==> src/rtl/cipher_byte_framer.sv <==
// Frame buffer in front of a bit-serial stream cipher: fill N bytes, stream 8*N bits through the cipher with no stalls, drain.
// The cipher is held at its seed (ciph_reset=1) outside STREAM, so every frame starts from the same keystream position.
module cipher_byte_framer #(
  parameter int FRAME_BYTES = 4,
  parameter bit MSB_FIRST   = 1'b1
) (
  input  logic       clk,
  input  logic       reset,
  input  logic [7:0] in_data,
  input  logic       in_valid,
  output logic       in_ready,
  output logic [7:0] out_data,
  output logic       out_valid,
  input  logic       out_ready,
  output logic       ciph_reset,
  output logic       ciph_pt,
  input  logic       ciph_ct,
  output logic       busy,
  output logic       frame_done
);

  localparam int IW    = (FRAME_BYTES > 1) ? $clog2(FRAME_BYTES) : 1;
  localparam int DEPTH = 1 << IW;
  localparam logic [IW-1:0] LAST = IW'(FRAME_BYTES - 1);

  typedef enum logic [1:0] {
    FILL   = 2'd0,
    STREAM = 2'd1,
    DRAIN  = 2'd2
  } state_t;

  state_t        state_q, state_d;
  logic [IW-1:0] idx_q, idx_d;
  logic [2:0]    bcnt_q, bcnt_d;
  logic [7:0]    sr_q, sr_d;
  logic          in_ready_q, in_ready_d;
  logic          ciph_reset_q, ciph_reset_d;

  logic [7:0]    buf_q [DEPTH];
  logic          buf_we;
  logic [7:0]    buf_wdat;

  logic [7:0]    cur_byte;
  logic [2:0]    bsel;
  logic [7:0]    sr_new;

  assign cur_byte = buf_q[idx_q];
  assign bsel     = MSB_FIRST ? (3'd7 - bcnt_q) : bcnt_q;
  // Returned bits are gathered in the same order they were sent out.
  assign sr_new   = MSB_FIRST ? {sr_q[6:0], ciph_ct} : {ciph_ct, sr_q[7:1]};

  assign ciph_pt    = (state_q == STREAM) & cur_byte[bsel];
  assign in_ready   = in_ready_q;
  assign ciph_reset = ciph_reset_q;
  assign out_valid  = (state_q == DRAIN);
  assign out_data   = out_valid ? cur_byte : 8'h00;
  assign busy       = (state_q != FILL);

  always_comb begin
    state_d      = state_q;
    idx_d        = idx_q;
    bcnt_d       = bcnt_q;
    sr_d         = sr_q;
    in_ready_d   = in_ready_q;
    ciph_reset_d = ciph_reset_q;
    buf_we       = 1'b0;
    buf_wdat     = sr_new;
    frame_done   = 1'b0;

    case (state_q)
      FILL: begin
        if (in_valid && in_ready_q) begin
          buf_we   = 1'b1;
          buf_wdat = in_data;
          if (idx_q == LAST) begin
            idx_d        = '0;
            bcnt_d       = 3'd0;
            state_d      = STREAM;
            in_ready_d   = 1'b0;
            ciph_reset_d = 1'b0;
          end else begin
            idx_d = idx_q + IW'(1);
          end
        end
      end

      STREAM: begin
        sr_d   = sr_new;
        bcnt_d = bcnt_q + 3'd1;
        if (bcnt_q == 3'd7) begin
          // Ciphertext overwrites the plaintext byte it came from.
          buf_we   = 1'b1;
          buf_wdat = sr_new;
          if (idx_q == LAST) begin
            idx_d        = '0;
            state_d      = DRAIN;
            ciph_reset_d = 1'b1;
          end else begin
            idx_d = idx_q + IW'(1);
          end
        end
      end

      DRAIN: begin
        if (out_ready) begin
          if (idx_q == LAST) begin
            frame_done = 1'b1;
            state_d    = FILL;
            in_ready_d = 1'b1;
            idx_d      = '0;
          end else begin
            idx_d = idx_q + IW'(1);
          end
        end
      end

      default: begin
        state_d      = FILL;
        idx_d        = '0;
        bcnt_d       = 3'd0;
        in_ready_d   = 1'b1;
        ciph_reset_d = 1'b1;
      end
    endcase
  end

  always_ff @(posedge clk) begin
    if (reset) begin
      state_q      <= FILL;
      idx_q        <= '0;
      bcnt_q       <= 3'd0;
      sr_q         <= 8'h00;
      in_ready_q   <= 1'b1;
      ciph_reset_q <= 1'b1;
    end else begin
      state_q      <= state_d;
      idx_q        <= idx_d;
      bcnt_q       <= bcnt_d;
      sr_q         <= sr_d;
      in_ready_q   <= in_ready_d;
      ciph_reset_q <= ciph_reset_d;
    end
  end

  // Frame storage needs no reset: every entry is rewritten by FILL before it is read.
  always_ff @(posedge clk) begin
    if (buf_we && !reset) begin
      buf_q[idx_q] <= buf_wdat;
    end
  end

endmodule
==> config.mk <==
export PLATFORM = sky130hd
export DESIGN_NAME = cipher_byte_framer
export DESIGN_NICKNAME = d
export VERILOG_FILES = /design/src/rtl/cipher_byte_framer.sv
export SDC_FILE = /design/constraint.sdc
export NUM_CORES = 1
export LEC_CHECK = 0
export BUFFER_PORTS_ARGS = -buffer_cell sky130_fd_sc_hd__clkbuf_2
export CAP_MARGIN = 20
export CELL_PAD_IN_SITES_DETAIL_PLACEMENT = 2
export CELL_PAD_IN_SITES_GLOBAL_PLACEMENT = 2
export CORE_UTILIZATION = 35
export CTS_CLUSTER_SIZE = 14
export DETAILED_ROUTE_END_ITERATION = 10
export GPL_ROUTABILITY_DRIVEN = 0
export PLACE_DENSITY = 0.78
export SYNTH_ARGS = -nofsm -noshare
export SYNTH_HDL_FRONTEND = slang
export SYNTH_SLANG_ARGS = --single-unit
export TNS_END_PERCENT = 5
==> constraint.sdc <==
create_clock -name clk -period 1.9 [get_ports clk]
set_input_delay 0.38 -clock clk [delete_from_list [all_inputs] [get_ports clk]]
set_output_delay 0.38 -clock clk [all_outputs]
set_load 0.02 [all_outputs]
Word-level counts from Yosys, hierarchy flattened
Memories as Yosys holds them, arrays and structs flattened. A register that Yosys moved wholly into a read port is not among the register bits.
Index checks and enable logic that the tools add are counted.
{ "op_classes": {"n_lt_le_gt_ge": 1, "n_reduce_logical": 10, "n_eq_ne": 10, "n_addsub": 3, "n_mux": 37, "bitwise": 3} }
{ "ops": {"columns": ["op", "n"], "rows": [
  ["2-bit two-way mux", 12],
  ["8-bit two-way mux", 3],
  ["1-bit two-way mux", 13],
  ["2-bit case mux with 3 select lines", 2],
  ["5-bit AND reduction", 2],
  ["3-bit case mux with 3 select lines", 1],
  ["2-bit by 1-bit != test with 1-bit output (second input constant)", 4],
  ["3-bit two-way mux", 2],
  ["1-bit case mux with 3 select lines", 2],
  ["3-bit AND reduction", 2],
  ["6-bit AND reduction", 1],
  ["2-bit equality test (second input constant)", 2],
  ["3-bit by 4-bit < comparator with 1-bit output (second input constant)", 1],
  ["2-bit != test (second input constant)", 2],
  ["3-bit by 1-bit adder with 3-bit output (second input constant)", 1],
  ["1-bit binary-select mux with 3-bit select", 1],
  ["3-bit equality test (second input constant)", 1],
  ["3-bit subtractor (first input constant)", 1],
  ["2-bit by 1-bit adder with 2-bit output (second input constant)", 1],
  ["2-bit by 1-bit equality test with 1-bit output (second input constant)", 1],
  ["1-bit logical AND", 2],
  ["2-bit zero test", 1],
  ["1-bit inverter", 2],
  ["1-bit case mux with 2 select lines", 1],
  ["3 further kinds", 3]
]} }
{ "totals": {"ramBits": 32, "ff_bits": 16, "n_memories": 1, "output_inout_bits": 14, "word_cells": 71} }
{ "memory_table": {"columns": ["name", "depth", "width", "rd", "rd_clocked_by_memory_dff", "write_ports", "line_no", "source"], "rows": [
  ["buf_q", 4, 8, 1, 1, 1, "39", "logic [7:0] buf_q [DEPTH];"]
]} }

Depth between registers and ports, before layout
Gate-level depths: netlist of the first run.
{ "depth": {"word_depth": 6, "mapped_depth": 6} }

Worst setup path before layout of the first run
Ideal clock, no wire load.
{ "synth_timing": {"path_type": "register to output", "startpoint": "register with a tool-made name", "endpoint": "output port ciph_pt", "t_arrival_ns": 1.858, "path_stages_with_launch": 6, "slack_ns": -0.338, "n_path_buf": 1, "path_cell_list": "dfxtp_1 > buf_6 > mux4_2 > mux2i_1 > and3_1 > a2111oi_1"} }
{ "synth_lines": {"columns": ["item", "line_no", "source"], "rows": [
  ["end: declaration", "16", "output logic ciph_pt,"]
]} }

==> results of run 1 <==
[power by group through the flow]
stage	Clock, mW	Combinational, mW	Sequential (mW)
finish	0.653	0.321	1.24
global route	0.713	0.348	1.24
CTS	0.669	0.323	1.24
detailed placement	0	0.318	1.26
global placement	0	0.297	1.25
floorplan	0	0.192	1.25
[routing by layer]
layer / wire length, um / part of all wire [%] / vias to the layer above / global-route usage, %
met3: 173 / 2.9 / 8 / 4.16
met5: 0 / 0 / - / 0
met1: 2540 / 43 / 762 / 24.5
li1: - / - / 690 / -
met2: 3050 / 52 / 27 / 34.1
met4: 138 / 2.3 / 0 / 10.2
[state kept, by name (all words and copies together), names as in the netlist, named ones only]
| name | cells |
|---|---|
| buf_q | 32 |
| in_ready | 1 |
| sr_q | 7 |
| ciph_reset | 1 |
| state_q | 2 |
| bcnt_q | 3 |
| idx_q | 2 |
[logic make-up after synthesis]
| group | after synthesis | share of synthesized area [%] |
|---|---|---|
| AO/OA/AOI/OAI | 25 | 6.92 |
| adder cells (fa/ha/maj) | 6 | 3.41 |
| buffers and inverters | 15 | 3.01 |
| flip-flops | 50 | 59.9 |
| multiplexers | 19 | 14.2 |
| AND/OR/NAND/NOR | 54 | 12.5 |
[worst max-delay path: cells and delay by family (launching register included)]
kind	cells	cell delay, ns
and+or+nand+nor	1	0.11
AOI/OAI and AO/OA	1	0.04
muxes	2	0.98
DFF	1	0.36
buffers and inverters	2	0.30
[final cells by class]
type | instances | area [sq um]
flip-flops and latches | 50 | 1330
fillers | 598 | 3300
repair buffers | 41 | 323
inverters | 4 | 15.0
multi-input cells | 104 | 841
well taps | 75 | 93.8
clock buffers | 6 | 82.6
clock inverters | 2 | 12.5
[worst max path at each step]
| stage | from | to | slack [ns] | cells after the start |
|---|---|---|---|---|
| 2_1_floorplan | flop | ciph_pt | -0.08 | 5 |
| 3_3_place_gp | flop | ciph_pt | -0.26 | 6 |
| 3_5_place_dp | flop | ciph_pt | -0.28 | 6 |
| 4_1_cts | flop | ciph_pt | -0.59 | 6 |
| 5_1_grt | flop | ciph_pt | -0.66 | 6 |
| 6_report | flop | ciph_pt | -0.57 | 6 |
[cell usage in the layout (no fill, tap or decap), drive strengths merged, types with 3 or more instances in the layout]
cell,netlist,layout
nand2b,3,3
dfxtp,18,18
mux2,8,8
nor2b,10,10
and2,4,4
inv,4,4
nor2,9,9
nand2,17,17
clkbuf,9,23
a21oi,14,14
edfxtp,32,32
mux4,9,9
a211oi,3,3
ha,6,6
buf,2,24
[what timing repair did]
| item | CTS | global route |
|---|---|---|
| endpoints found under the setup margin | 46 | 35 |
| hold endpoints to repair | 0 | 0 |
| resized for setup | 4 | 14 |
==> run_results.csv, run 1 <==
group,metric,value,unit
yosys,syn_area,2200,sq um
global_routing,grt_pass1_wl,9240,um
hold_path,min_to,"sr_q[0]",
placement,place_area,2580,sq um
layout,fin_nets,225,
detailed_routing,antenna_left,0,
global_routing,grt_max_degree,17,
timing,min_period_over_period,130,%
hold_path,hold_depth,3,
worst_setup_path,r2r_start,"bcnt_q[0]",
hold_path,min_path_type,"in -> reg",
global_routing,grt_overflow,0,
placement,dp_hpwl,4370,um
layout,finalInstanceArea,2690,sq um
worst_setup_path,cpPeakStageDelay,0.51,ns
yosys,synth_edf_count,32,
timing,finClkSkew,0.00774,ns
clock_tree,cts_htree_levels,2,
worst_setup_path,cp-end-kind,"primary output",
floorplanning,core-area,5990,sq um
placement,port_buffers,26,
run,maxCapViolCount,0,
timing,whs,0.307,ns
worst_setup_path,reg2reg_slack,0.11,ns
layout,syn_to_final_growth,22.1,%
layout,postLayoutCoreUtil,44.9,%
power,p_int,1.67,mW
layout,final_cells,282,
clock_tree,clk-insertion-delay-late,0.31,ns
detailed_routing,vias,1487,
yosys,yosys_warnings,0,
timing,drv_slew,0,
detailed_routing,avgRoutedWirePerCell,20.9,um
detailed_routing,vias_per_cell,5.27,
worst_setup_path,crit_arrival,2.09,ns
clock_tree,clockRootBuffer,"clkbuf_8",
yosys,synthTopCellsByArea,"edfxtp_1, dfxtp_1, mux4_2",
yosys,netlist_instances,169,
clock_tree,cts_tree,"built",
floorplanning,ios,27,
clock_tree,clkSinkCount,50,
worst_setup_path,worstPathCellList,"buf_12 > mux4_2 > mux4_2 > nor2_2 > a2111oi_2 > buf_4",
clock_tree,clk_path_buf_depth,2,
clock_tree,hold_buffers,0,
yosys,ys.flop_type,"edfxtp_1",
layout,drive_above_1_share,32.4,%
power,clkPwrFrac,29.6,%
yosys,async_flop_share,0,%
timing,rsz0062_at_grt,"yes",
power,combinationalPowerShare,14.5,%
run_status,status,"complete, but fails checks",
placement,dp.cells,274,
yosys,netlist.area_leader.share,43.6,%
clock_tree,path_clk_slew,0.09,ns
timing,fin_setup_tns,-1.32,ns
detailed_routing,routed_wl,5910,um
floorplanning,fp.dieW,81.4,um
worst_setup_path,crit_fanout,6,
yosys,yosysMostFrequentCell,"edfxtp_1",
timing,period_minus_slack,2.47,ns
power,cellLeakagePower,1.00,nW
timing,finalHoldViolations,0,
floorplanning,initial_core_util,36.8,%
timing,worst_pin_slew,0.418,ns
global_routing,antenna_found_initial,0,
power,cellPowerDensity,820,nW/um^2
worst_setup_path,path_class,"reg -> out",
power,p_sw,0.542,mW
worst_setup_path,slowest_stage,"mux4_2",
yosys,ys_types,32,
detailed_routing,drt_iter0_markers,68,
hold_path,min_from,"ciph_ct",
yosys,yosys-top-cells-count,"edfxtp_1, dfxtp_1, nand2_1",
power,p_total,2.21,mW
yosys,avgSynthCellArea,13.0,sq um
yosys,syn_nets,188,
run_status,violations,"setup timing",
detailed_routing,drc,0,
global_routing,grt_pass1_vias,1634,
worst_setup_path,startpoint_type,"flop",
yosys,synth_top_area_cell,"edfxtp_1",
floorplanning,row_count,28,
worst_setup_path,reg2reg_to,"buf_q[0][7]",
timing,clock.fmax,404,MHz
power,peakVddDrop,0.315,mV
floorplanning,die-area,6620,sq um
floorplanning,die_y,81.4,um
global_routing,grt_usage,20.3,%
worst_setup_path,required,1.52,ns
timing,setup_ws,-0.572,ns
placement,place_ws,-0.278,ns
power,switching_share,24.5,%
detailed_routing,dr.pass1.iters,4,
yosys,synth_seq_cells,50,
worst_setup_path,r2r_cells,6,
timing,setup_viol,9,
power,seqPwrFrac,55.9,%
layout,antenna_cells,0,
yosys,yosysSeqAreaShare,59.9,%
clock_tree,post_cts_buffers,0,
worst_setup_path,path_common_cell,"mux4_2",
timing,relSlewSlack,72.0,%
clock_tree,numCtsBuffers,5,
No activity file was read; power rests on OpenSTA's default activity.
==> run 2: changes to the inputs <==
--- a/config.mk
+++ b/config.mk
@@ -5,15 +5,16 @@
 export SDC_FILE = /design/constraint.sdc
 export NUM_CORES = 1
 export LEC_CHECK = 0
+export ABC_AREA = 0
 export BUFFER_PORTS_ARGS = -buffer_cell sky130_fd_sc_hd__clkbuf_2
 export CAP_MARGIN = 20
 export CELL_PAD_IN_SITES_DETAIL_PLACEMENT = 2
 export CELL_PAD_IN_SITES_GLOBAL_PLACEMENT = 2
-export CORE_UTILIZATION = 35
+export CORE_UTILIZATION = 40
 export CTS_CLUSTER_SIZE = 14
 export DETAILED_ROUTE_END_ITERATION = 10
 export GPL_ROUTABILITY_DRIVEN = 0
-export PLACE_DENSITY = 0.78
+export PLACE_DENSITY = 0.83
 export SYNTH_ARGS = -nofsm -noshare
 export SYNTH_HDL_FRONTEND = slang
 export SYNTH_SLANG_ARGS = --single-unit
==> constraint.sdc (replaced) <==
create_clock -name clk -period 2.9 [get_ports clk]
set_input_delay 0.58 -clock clk [delete_from_list [all_inputs] [get_ports clk]]
set_output_delay 0.58 -clock clk [all_outputs]
set_load 0.02 [all_outputs]
==> run_results.csv, run 2 (synthesis results as in run 1) <==
group,metric,value,unit
floorplanning,die_y,76.2,um
layout,layout_common_cells,"edfxtp_1, clkbuf_2, nand2_1, dfxtp_1, a21oi_1",
clock_tree,hold_buffers,0,
detailed_routing,drc,0,
detailed_routing,routed_wl,5750,um
layout,antenna_cells,0,
power,seqPwrFrac,59.8,%
placement,dp_hpwl,4290,um
detailed_routing,dr.pass1.iters,4,
layout,drive_above_1_share,23.2,%
layout,mostFrequentLayoutCell,"edfxtp_1",
layout,reg_top3,"buf_q: 32 flops, sr_q: 7 flops, bcnt_q: 3 flops",
detailed_routing,avgRoutedWirePerCell,21.8,um
timing,whs,0.476,ns
detailed_routing,vias_per_cell,5.45,
power,peakVddDrop,0.268,mV
layout,largest_reg_flops,32,
timing,period_minus_slack,2.73,ns
global_routing,grt_overflow,0,
timing,finalHoldViolations,0,
run,maxCapViolCount,0,
floorplanning,initial_core_util,42.4,%
floorplanning,fp.dieW,76.2,um
global_routing,grt_usage,21.4,%
timing,fin_setup_tns,0,ns
worst_setup_path,required,2.32,ns
timing,worst_pin_slew,0.519,ns
clock_tree,cts_htree_levels,2,
timing,clock.fmax,366,MHz
global_routing,grt_pass1_vias,1609,
power,cellPowerDensity,553,nW/um^2
floorplanning,ios,27,
worst_setup_path,startpoint_type,"flop",
worst_setup_path,path_class,"reg -> out",
global_routing,antenna_found_initial,0,
global_routing,grt_max_degree,18,
detailed_routing,drt_iter0_markers,39,
clock_tree,path_clk_slew,0.08,ns
hold_path,hold_depth,2,
timing,setup_viol,0,
power,p_total,1.37,mW
worst_setup_path,crit_fanout,7,
power,p_sw,0.329,mW
clock_tree,clkSinkCount,50,
power,p_int,1.04,mW
layout,top_register,"buf_q",
timing,relSlewSlack,65.3,%
clock_tree,clk_path_buf_depth,2,
hold_path,min_path_type,"reg -> reg",
power,switching_share,24.0,%
timing,drv_slew,0,
layout,syn_to_final_growth,12.4,%
floorplanning,die-area,5810,sq um
global_routing,grt_pass1_wl,9190,um
clock_tree,cts_tree,"built",
clock_tree,clockRootBuffer,"clkbuf_8",
run_status,status,"completed",
clock_tree,numCtsBuffers,5,
power,clkPwrFrac,27.8,%
worst_setup_path,cp-end-kind,"primary output",
timing,rsz0062_at_grt,"no",
power,combinationalPowerShare,12.4,%
placement,port_buffers,26,
floorplanning,core-area,5200,sq um
timing,finClkSkew,0.00322,ns
layout,nFillCells,532,
worst_setup_path,crit_arrival,2.15,ns
detailed_routing,antenna_left,0,
detailed_routing,vias,1440,
worst_setup_path,r2r_cells,5,
power,cellLeakagePower,0.906,nW
clock_tree,post_cts_buffers,0,
clock_tree,clk-insertion-delay-late,0.29,ns
clock_tree,ctsResizeCount,1,
timing,min_period_over_period,94.1,%
floorplanning,row_count,26,
layout,fin_nets,213,
## run 2: power by group through the flow
stage | Clock, mW | Combinational [mW] | Sequential, mW
6_report | 0.380 | 0.170 | 0.819
3_3_place_gp | 0 | 0.150 | 0.831
4_1_cts | 0.386 | 0.172 | 0.821
2_1_floorplan | 0 | 0.124 | 0.820
3_5_place_dp | 0 | 0.170 | 0.836
5_1_grt | 0.413 | 0.184 | 0.825
## run 2: metal layers
| metal | vias up | global-route usage (%) | routed length [um] |
|---|---|---|---|
| met5 | - | 0 | 0 |
| met4 | 0 | 5.96 | 84 |
| met3 | 7 | 3.83 | 184 |
| met2 | 30 | 38.1 | 3000 |
| met1 | 740 | 26.5 | 2490 |
| li1 | 663 | - | - |
## run 2: worst paths after layout
kind / startpoint / endpoint / slack, ns
worst min register to register: sr_q[2] / sr_q[3] / 0.48
worst max-delay path: flop / ciph_pt / 0.17
worst min-delay path: sr_q[2] / sr_q[3] / 0.48
worst max register to register: bcnt_q[0] / buf_q[2][6] / 0.68
## run 2: layout make-up
type                       instances  area, sq um  share of cell area [%]
multi-input combinational        104          823                    33.2
sequential                        50         1320                    53.4
timing repair buffer              29          153                    6.16
clock buffer                       7         76.3                    3.08
inverter                           4         15.0                   0.606
tap                               70         87.6                    3.54
## run 2: worst max-delay path: stages, from the launching register on
cell and delay, ns:
dfxtp_2 0.47, mux4_2 0.57, mux4_2 0.48, nor2_1 0.10, a2111oi_1 0.06, clkbuf_2 0.18
## run 2: per-stage QoR
step                cells  util [%]  cell area [sq um]  worst slack (ns)
floorplan             169         -               2200             0.462
global placement      257      46.1               2400             0.382
detailed placement    257      46.1               2400             0.301
CTS                   264      47.6               2480             0.129
global route          264      47.6               2480           0.00902
finish                264      47.6               2480             0.170
==> run 3: changes to the inputs <==
--- a/config.mk
+++ b/config.mk
@@ -14,7 +14,9 @@
 export CTS_CLUSTER_SIZE = 14
 export DETAILED_ROUTE_END_ITERATION = 10
 export GPL_ROUTABILITY_DRIVEN = 0
+export HOLD_SLACK_MARGIN = 0.06
 export PLACE_DENSITY = 0.83
+export SETUP_SLACK_MARGIN = 0.4
 export SYNTH_ARGS = -nofsm -noshare
 export SYNTH_HDL_FRONTEND = slang
 export SYNTH_SLANG_ARGS = --single-unit
==> run_results.csv, run 3 (synthesis results as in run 1) <==
group,metric,value,unit
global_routing,grt_usage,21.4,%
power,clkPwrFrac,27.6,%
detailed_routing,dr.pass1.iters,4,
clock_tree,clkSinkCount,50,
timing,min_period_over_period,91.8,%
worst_setup_path,cp-end-kind,"primary output",
worst_setup_path,crit_fanout,7,
global_routing,grt_pass1_vias,1609,
timing,finClkSkew,0.00310,ns
layout,final_cells,265,
layout,finalInstanceArea,2490,sq um
placement,port_buffers,26,
timing,worst_pin_slew,0.529,ns
worst_setup_path,worst-path-buf-inv,1,
timing,finalHoldViolations,0,
power,seqPwrFrac,59.6,%
clock_tree,clk-insertion-delay-late,0.30,ns
floorplanning,row_count,26,
layout,mostFrequentLayoutCell,"edfxtp_1",
global_routing,grt_pass1_wl,9190,um
floorplanning,initial_core_util,42.4,%
layout,nFillCells,528,
layout,postLayoutCoreUtil,47.9,%
detailed_routing,vias,1454,
detailed_routing,drt_iter0_markers,55,
power,switching_share,24.1,%
floorplanning,ios,27,
power,p_sw,0.330,mW
detailed_routing,vias_per_cell,5.49,
layout,drive_above_1_share,24.6,%
hold_path,hold_depth,2,
global_routing,grt_overflow,0,
hold_path,min_to,"sr_q[3]",
clock_tree,clk_path_buf_depth,2,
layout,reg_top3,"buf_q: 32 flops, sr_q: 7 flops, bcnt_q: 3 flops",
worst_setup_path,slowest_stage,"mux4_2",
layout,layout_common_cells,"edfxtp_1, clkbuf_2, nand2_1, dfxtp_1, a21oi_1",
run_status,status,"completed",
detailed_routing,drc,0,
placement,dp.cells,257,
power,peakVddDrop,0.267,mV
worst_setup_path,r2r_start,"bcnt_q[0]",
layout,syn_to_final_growth,13.2,%
timing,rsz0062_at_grt,"yes",
floorplanning,core-area,5200,sq um
layout,fin_nets,214,
layout,top_register,"buf_q",
timing,period_minus_slack,2.66,ns
clock_tree,hold_buffers,0,
worst_setup_path,r2r_cells,5,
power,p_int,1.04,mW
global_routing,grt_max_degree,18,
worst_setup_path,path_class,"reg -> out",
worst_setup_path,reg2reg_slack,0.68,ns
worst_setup_path,cp_top_family,"multiplexers",
timing,relSlewSlack,64.7,%
worst_setup_path,path_common_cell,"mux4_2",
detailed_routing,avgRoutedWirePerCell,21.8,um
worst_setup_path,startpoint_type,"flop",
power,combinationalPowerShare,12.7,%
layout,largest_reg_flops,32,
run,maxCapViolCount,0,
placement,dp_hpwl,4290,um
layout,antenna_cells,0,
global_routing,antenna_found_initial,0,
clock_tree,cts_htree_levels,2,
clock_tree,numCtsBuffers,5,
worst_setup_path,reg2reg_to,"buf_q[2][6]",
clock_tree,cts_tree,"built",
power,cellLeakagePower,0.913,nW
timing,clock.fmax,375,MHz
floorplanning,die-area,5810,sq um
timing,drv_slew,0,
worst_setup_path,crit_arrival,2.08,ns
power,cellPowerDensity,551,nW/um^2
detailed_routing,routed_wl,5770,um
hold_path,min_from,"sr_q[2]",
timing,whs,0.477,ns
timing,fin_setup_tns,0,ns
clock_tree,clockRootBuffer,"clkbuf_8",
detailed_routing,antenna_left,0,
floorplanning,die_y,76.2,um
clock_tree,path_clk_slew,0.08,ns
timing,setup_viol,0,
floorplanning,fp.dieW,76.2,um
placement,place_area,2400,sq um
hold_path,min_path_type,"reg -> reg",
worst_setup_path,required,2.32,ns
worst_setup_path,worstPathCellList,"mux4_2 > mux4_2 > nor2_2 > a2111oi_2 > buf_2",
worst_setup_path,cpPeakStageDelay,0.54,ns
==> run 3: cell count changes in the layout (fill, tap and decap cells not counted), sizes merged <==
cell    delta
clkbuf     -1
buf        +2
==> run 3: power groups by stage <==
stage	Sequential [mW]	Combinational (mW)	Clock (mW)
after detailed placement	0.836	0.170	0
after floorplan	0.820	0.124	0
after CTS	0.821	0.173	0.386
after global placement	0.831	0.150	0
final	0.819	0.175	0.380
after global routing	0.824	0.190	0.413
==> run 3: routing by layer <==
layer	GRT usage, %	routed length [um]
met5	0	0
met4	5.96	87
met3	3.83	125
met2	38.1	3000
met1	26.5	2560
==> run 3: how the worst max path moves through the flow <==
| stage | depth (start not counted) | endpoint | from |
|---|---|---|---|
| floorplan | 5 | ciph_pt | flop |
| global placement | 5 | ciph_pt | flop |
| detailed placement | 5 | ciph_pt | flop |
| CTS | 5 | ciph_pt | flop |
| global route | 5 | ciph_pt | flop |
| finish | 5 | ciph_pt | flop |
==> run 3: layout make-up <==
type                    count  area (sq um)  area share (%)
well taps                  70          87.6            3.51
clock buffers               7          76.3            3.06
inverters                   4          15.0           0.602
flip-flops and latches     50          1330            53.1
multi-input cells         104           831            33.3
repair buffers             30           160            6.42
==> run 3: worst register-to-register path, cell delays in order, from the launching register on <==
cell and delay (ns):
dfxtp_1 0.51, ha_1 0.21, ha_1 0.29, a21oi_1 0.10, nor2_1 0.26, and2_1 0.49
==> run 3: through the flow <==
stage | setup slack, ns | total power, mW
floorplan | 0.462 | 0.944
global placement | 0.382 | 0.982
detailed placement | 0.301 | 1.01
CTS | 0.204 | 1.38
global route | 0.147 | 1.43
finish | 0.236 | 1.37
==> run 3: timing repair <==
item                       in CTS  in global routing
setup endpoints to repair       3                  1
buffers inserted                0                  1
resized for setup               2                  3
